===== src/rtl/frame_dump_ctrl.sv =====
// frame_dump_ctrl
//
// Streams a downsampled video frame from the downsample buffer to the
// debug UART. After a start request it waits for the next frame boundary,
// sends a 3-byte sync header (HDR0, HDR1, frame_count), then reads the
// buffer word by word and sends each word MSB byte first. A holdoff counter
// spaces the bytes so the host can keep in sync.
//
// Ports:
//   clk12        system clock (12 MHz)
//   areset_n     asynchronous active-low reset
//   start        dump request, honoured only when idle
//   abort        cancels a dump in progress
//   frame_done   one-cycle pulse marking a completed buffer frame
//   read_x       buffer column address (0..COLS-1)
//   read_y       buffer row address (0..ROWS-1)
//   read_data    buffer word, valid READ_LATENCY cycles after an address change
//   uart_busy    UART is transmitting
//   uart_write   one-cycle byte strobe to the UART
//   uart_data    byte to send, held until the next strobe
//   busy         high whenever a dump is armed or in progress
//   frame_count  number of completed dumps, wraps 255 -> 0
module frame_dump_ctrl #(
  parameter int         COLS         = 40,
  parameter int         ROWS         = 30,
  parameter int         HOLDOFF_BITS = 13,
  parameter int         READ_LATENCY = 1,
  parameter logic [7:0] HDR0         = 8'hA5,
  parameter logic [7:0] HDR1         = 8'h5A
) (
  input  logic        clk12,
  input  logic        areset_n,
  input  logic        start,
  input  logic        abort,
  input  logic        frame_done,
  output logic [5:0]  read_x,
  output logic [4:0]  read_y,
  input  logic [31:0] read_data,
  input  logic        uart_busy,
  output logic        uart_write,
  output logic [7:0]  uart_data,
  output logic        busy,
  output logic [7:0]  frame_count
);

  typedef enum logic [2:0] {
    S_IDLE,
    S_ARM,
    S_HDR,
    S_FETCH,
    S_SEND
  } state_t;

  localparam logic [5:0] LAST_X   = 6'(COLS - 1);
  localparam logic [4:0] LAST_Y   = 5'(ROWS - 1);
  localparam logic [1:0] LAT_LAST = 2'(READ_LATENCY - 1);
  localparam logic [HOLDOFF_BITS-1:0] HOLDOFF_ONE = HOLDOFF_BITS'(1);

  state_t                  state_reg, state_next;
  logic [5:0]              x_reg, x_next;
  logic [4:0]              y_reg, y_next;
  logic [1:0]              z_reg, z_next;        // byte index within the word
  logic [1:0]              h_reg, h_next;        // header byte index
  logic [1:0]              lat_reg, lat_next;    // read latency wait counter
  logic [31:0]             word_reg, word_next;
  logic [HOLDOFF_BITS-1:0] holdoff_reg, holdoff_next;
  logic                    uart_write_reg, uart_write_next;
  logic [7:0]              uart_data_reg, uart_data_next;
  logic                    busy_reg, busy_next;
  logic [7:0]              frame_count_reg, frame_count_next;

  logic                    holdoff_sat;
  logic                    send_ok;
  logic [7:0]              hdr_byte;
  logic [7:0]              word_byte;

  assign holdoff_sat = &holdoff_reg;
  // A byte may only go out once the line has been quiet long enough, the
  // UART is free and no strobe is already on the wire this cycle.
  assign send_ok     = holdoff_sat && !uart_busy && !uart_write_reg;

  always_comb begin
    hdr_byte = frame_count_reg;
    case (h_reg)
      2'd0:    hdr_byte = HDR0;
      2'd1:    hdr_byte = HDR1;
      default: hdr_byte = frame_count_reg;
    endcase
  end

  always_comb begin
    word_byte = word_reg[7:0];
    case (z_reg)
      2'd0:    word_byte = word_reg[31:24];
      2'd1:    word_byte = word_reg[23:16];
      2'd2:    word_byte = word_reg[15:8];
      default: word_byte = word_reg[7:0];
    endcase
  end

  always_ff @(posedge clk12 or negedge areset_n) begin
    if (!areset_n) begin
      state_reg       <= S_IDLE;
      x_reg           <= '0;
      y_reg           <= '0;
      z_reg           <= '0;
      h_reg           <= '0;
      lat_reg         <= '0;
      word_reg        <= '0;
      holdoff_reg     <= '0;
      uart_write_reg  <= 1'b0;
      uart_data_reg   <= '0;
      busy_reg        <= 1'b0;
      frame_count_reg <= '0;
    end else begin
      state_reg       <= state_next;
      x_reg           <= x_next;
      y_reg           <= y_next;
      z_reg           <= z_next;
      h_reg           <= h_next;
      lat_reg         <= lat_next;
      word_reg        <= word_next;
      holdoff_reg     <= holdoff_next;
      uart_write_reg  <= uart_write_next;
      uart_data_reg   <= uart_data_next;
      busy_reg        <= busy_next;
      frame_count_reg <= frame_count_next;
    end
  end

  always_comb begin
    state_next       = state_reg;
    x_next           = x_reg;
    y_next           = y_reg;
    z_next           = z_reg;
    h_next           = h_reg;
    lat_next         = lat_reg;
    word_next        = word_reg;
    uart_write_next  = 1'b0;
    uart_data_next   = uart_data_reg;
    frame_count_next = frame_count_reg;

    // Holdoff restarts whenever the UART is busy or a strobe is out, so the
    // quiet gap is measured from the end of the previous byte.
    if (uart_busy || uart_write_reg) begin
      holdoff_next = '0;
    end else if (!holdoff_sat) begin
      holdoff_next = holdoff_reg + HOLDOFF_ONE;
    end else begin
      holdoff_next = holdoff_reg;
    end

    case (state_reg)
      S_IDLE: begin
        x_next = '0;
        y_next = '0;
        z_next = '0;
        h_next = '0;
        if (start && !abort) begin
          state_next = S_ARM;
        end
      end

      S_ARM: begin
        if (frame_done) begin
          h_next     = '0;
          state_next = S_HDR;
        end
      end

      S_HDR: begin
        if (send_ok) begin
          uart_write_next = 1'b1;
          uart_data_next  = hdr_byte;
          if (h_reg == 2'd2) begin
            lat_next   = '0;
            state_next = S_FETCH;
          end else begin
            h_next = h_reg + 2'd1;
          end
        end
      end

      S_FETCH: begin
        if (lat_reg == LAT_LAST) begin
          word_next  = read_data;
          z_next     = '0;
          state_next = S_SEND;
        end else begin
          lat_next = lat_reg + 2'd1;
        end
      end

      S_SEND: begin
        if (send_ok) begin
          uart_write_next = 1'b1;
          uart_data_next  = word_byte;
          if (z_reg == 2'd3) begin
            lat_next = '0;
            if (x_reg == LAST_X && y_reg == LAST_Y) begin
              frame_count_next = frame_count_reg + 8'd1;
              x_next           = '0;
              y_next           = '0;
              state_next       = S_IDLE;
            end else if (x_reg == LAST_X) begin
              x_next     = '0;
              y_next     = y_reg + 5'd1;
              state_next = S_FETCH;
            end else begin
              x_next     = x_reg + 6'd1;
              state_next = S_FETCH;
            end
          end else begin
            z_next = z_reg + 2'd1;
          end
        end
      end

      default: begin
        state_next = S_IDLE;
      end
    endcase

    // Abort overrides everything decided above: no new strobe, no count
    // update, addresses back to the origin.
    if (abort && state_reg != S_IDLE) begin
      state_next       = S_IDLE;
      uart_write_next  = 1'b0;
      uart_data_next   = uart_data_reg;
      frame_count_next = frame_count_reg;
      x_next           = '0;
      y_next           = '0;
      z_next           = '0;
      h_next           = '0;
    end

    busy_next = (state_next != S_IDLE);
  end

  assign read_x      = x_reg;
  assign read_y      = y_reg;
  assign uart_write  = uart_write_reg;
  assign uart_data   = uart_data_reg;
  assign busy        = busy_reg;
  assign frame_count = frame_count_reg;

endmodule


===== config.mk =====
export PLATFORM = sky130hd
export DESIGN_NAME = frame_dump_ctrl
export DESIGN_NICKNAME = d
export VERILOG_FILES = /design/src/rtl/frame_dump_ctrl.sv
export SDC_FILE = /design/constraint.sdc
export NUM_CORES = 1
export LEC_CHECK = 0
export ABC_AREA = 1
export BUFFER_PORTS_ARGS = -buffer_cell sky130_fd_sc_hd__buf_2
export CORE_MARGIN = 5
export CORE_UTILIZATION = 40
export CTS_CLUSTER_DIAMETER = 100
export DETAILED_ROUTE_END_ITERATION = 16
export GPL_TIMING_DRIVEN = 0
export PLACE_DENSITY_LB_ADDON = 0.25
export REMOVE_ABC_BUFFERS = 1
export SYNTH_ARGS = -nofsm -noshare
export SYNTH_HDL_FRONTEND = slang
export SYNTH_SLANG_ARGS = --single-unit

===== constraint.sdc =====
create_clock -name clk12 -period 4.6 [get_ports clk12]
set_clock_uncertainty 0.1 [all_clocks]
set_input_delay 0.92 -clock clk12 [delete_from_list [all_inputs] [get_ports clk12]]
set_output_delay 0.92 -clock clk12 [all_outputs]
set_load 0.02 [all_outputs]

==> results.md <==
- Final Hold Fails: 0
- Critical path required time: 4730 ps
- CTS sink cnt: 83
- Post-CTS sizing: 0
- Area of the mapped netlist: 4540 sq um
- Post-route setup slack: about 2300 ps
- Worst Max-Slew Pin Slew: approximately 780 ps
- Final slew viol count: 0
- Hold Startpoint: lat_reg[1]
- TritonCTS clock tree: done
- Flip-flop count of the largest register after layout: 32
- Max Root-Sink Buffers: 2
- Fmax: approximately 430 MHz
- CP arrival: 2470 ps
- Pwr Density: 460 nW/um^2
- Slowest stage cell, crit path: nor2_2
- Antenna viol nets, final: 0
- Gr usage total: 16.2%
- Syn Inst Count: 515
- Seq/Total Area, Yosys: between 40% and 50%
- Cell breakdown of the critical path: buf_2 > nor2_2 > inv_1 > nor2_4 > nand2_4 > nor2_8 > nand2_1 > nand2_1 > nand2_1
- Outcome: finished clean
- Tmin final: ~2300 ps
- Most frequent cells in the layout: nand2_1, dfrtp_1, buf_2
- Placed standard-cell area: 5000 sq um
- Reg2Reg Depth: 8
- CP startpoint kind: input port
- YS warnings: 0
- Seq cells post-synth: just over 80
- Crit-path max FO: 13
- WHS Endpoint: lat_reg[1]
- RSZ-0062 raised after global routing: false
- Post-synthesis area per instance: 8.82 sq um
- Hold_buf cts: 0
- Yosys cell types: 39
- CP max stage delay: 510 ps
- Most common cell after layout, fill and taps aside: nand2_1
- Drt wl/cell: 14.3 um
- Io pins: 67
- Die Ht: 117 um
- Fin util: 47.4%
- CTS root buffer: clkbuf_16
- Max transition margin: 47.8%
- Layout cells sized above 1: 26.5%
- Worst Path Class, Setup: input port to flip-flop
- DPL Wire Length: roughly 7700 um
- Worst setup EP type: flip-flop
- R2R setup slack: 2480 ps
- Vias in the first global route: 3736
- LEAKAGE: around 2.6 nW
- Hold Path Class: flip-flop to flip-flop
- Pre-Repair DR Iteration Count: 4
- Reg clk slew, reported paths: 60 ps
- Max IR drop VDD: 0.328 mV
- Cell family with most CP delay: simple AND/OR/NAND/NOR gates
- Total vias in the final route: about 3700
- Worst reg2reg path endpoint: lat_reg[0]
- Worst R2R Start: state_reg[0]
- First-pass GRT wire length: between 15000 and 20000 um
- Final WL: 10400 um
- # diodes: 0
- Worst skew pair latency: ~340 ps
- Fin nets: between 600 and 700
- Crit path top cell by count: nand2_1
- Worst hold stages: 2
- Crit. path cell count: 9
- Number of H-tree branching levels: 3
- Setup TNS: 0 ps
- GP Congestion: 0.824
- Initial DRC Count: between 100 and 150
- DIE AREA: 13600 sq um
- Buffer count from post-CTS setup fixing: 0
- CP Buf/Inv Count: 2
- Setup Viol. Count Final: 0
- Die Wd: 117 um
- Initial antenna violation count: 0
- Overall power: 2.46 mW
- # rows: 39
- GRT Residual Overflow: 0
- # DRC: 0
- Vias/cell: ~5.0
- Max-Cap Viols: 0
- Fin crit share: 50.8%
- DP Worst Slack: 1920 ps
- Layout area overhead: 17.5%
- Starting Density: between 40% and 50%
- Core box area: 11300 sq um
- Final instance area: 5340 sq um
- CTS buffer count: 9
- Largest net degree at the start of global routing: 46
- I/O Buffers: 66
-- per-stage QoR --
stage	cells	hold slack, ps
global placement	710	371
global route	727	408
detailed placement	711	385
floorplan	501	353
finish	727	394
CTS	727	399
-- worst max path at each step --
stage	start	endpoint	slack, ps
4_1_cts	uart_busy	frame_count[4]	2280
3_5_place_dp	uart_busy	frame_count[4]	1920
2_1_floorplan	uart_busy	frame_count[4]	2390
3_3_place_gp	areset_n	word_reg[26]	1760
6_report	uart_busy	frame_count[4]	2260
5_1_grt	uart_busy	frame_count[5]	2140
-- cells in the mapped netlist, drive strengths merged --
master  instances  share of area (%)
ha             12                3.3
xor2            6                1.3
o21bai          3               0.50
a31o            1               0.19
a21oi          24                2.6
nand3          29                3.7
nand3b          4               0.66
and3            1               0.14
inv            48                4.0
a31oi          10                1.4
o21ai          53                6.3
mux2           32                7.9
a211oi          1               0.17
nor3           10                1.1
nor2           42                5.5
clkbuf          4               0.33
or2             2               0.28
dfrtp          83                 46
a21boi          1               0.17
xnor2           3               0.58
o211ai          1               0.17
buf            10                1.4
nand4           6               0.83
o22ai           1               0.14
clkinv          1              0.083
nand2         127                 12
-- where the power goes --
part / total, mW / switching [mW] / internal, mW
Combinational: 0.601 / 0.348 / 0.252
Clock: 0.830 / 0.298 / 0.531
Sequential: 1.03 / 0.117 / 0.911
-- cell families after synthesis --
family | Yosys count | share of synthesized area, %
multiplexers | 32 | 7.93
XOR/XNOR | 9 | 1.90
buffers and inverters | 63 | 5.78
AO/OA/AOI/OAI | 95 | 11.7
adder cells (fa/ha/maj) | 12 | 3.30
flip-flops | 83 | 45.7
AND/OR/NAND/NOR | 221 | 23.7
-- metal layers --
layer	track usage [%]	wire length (um)
met1	20.8	4770
met2	26.2	4850
met3	4.09	549
met4	6.73	216
met5	0	0
-- layout make-up --
| class | count | area [sq um] |
|---|---|---|
| sequential | 83 | 2080 |
| timing repair buffer | 67 | 353 |
| fill | 1089 | 5930 |
| inverter | 49 | 184 |
| multi-input combinational | 369 | 2200 |
| clock buffer | 10 | 229 |
| tap | 143 | 179 |
| clock inverter | 6 | 114 |
-- worst min-delay path, stage by stage (launching register included) --
cell,delay (ps)
dfrtp_1,340
nand2_1,50
o21ai_0,60
(Power assumes the default switching activity.)
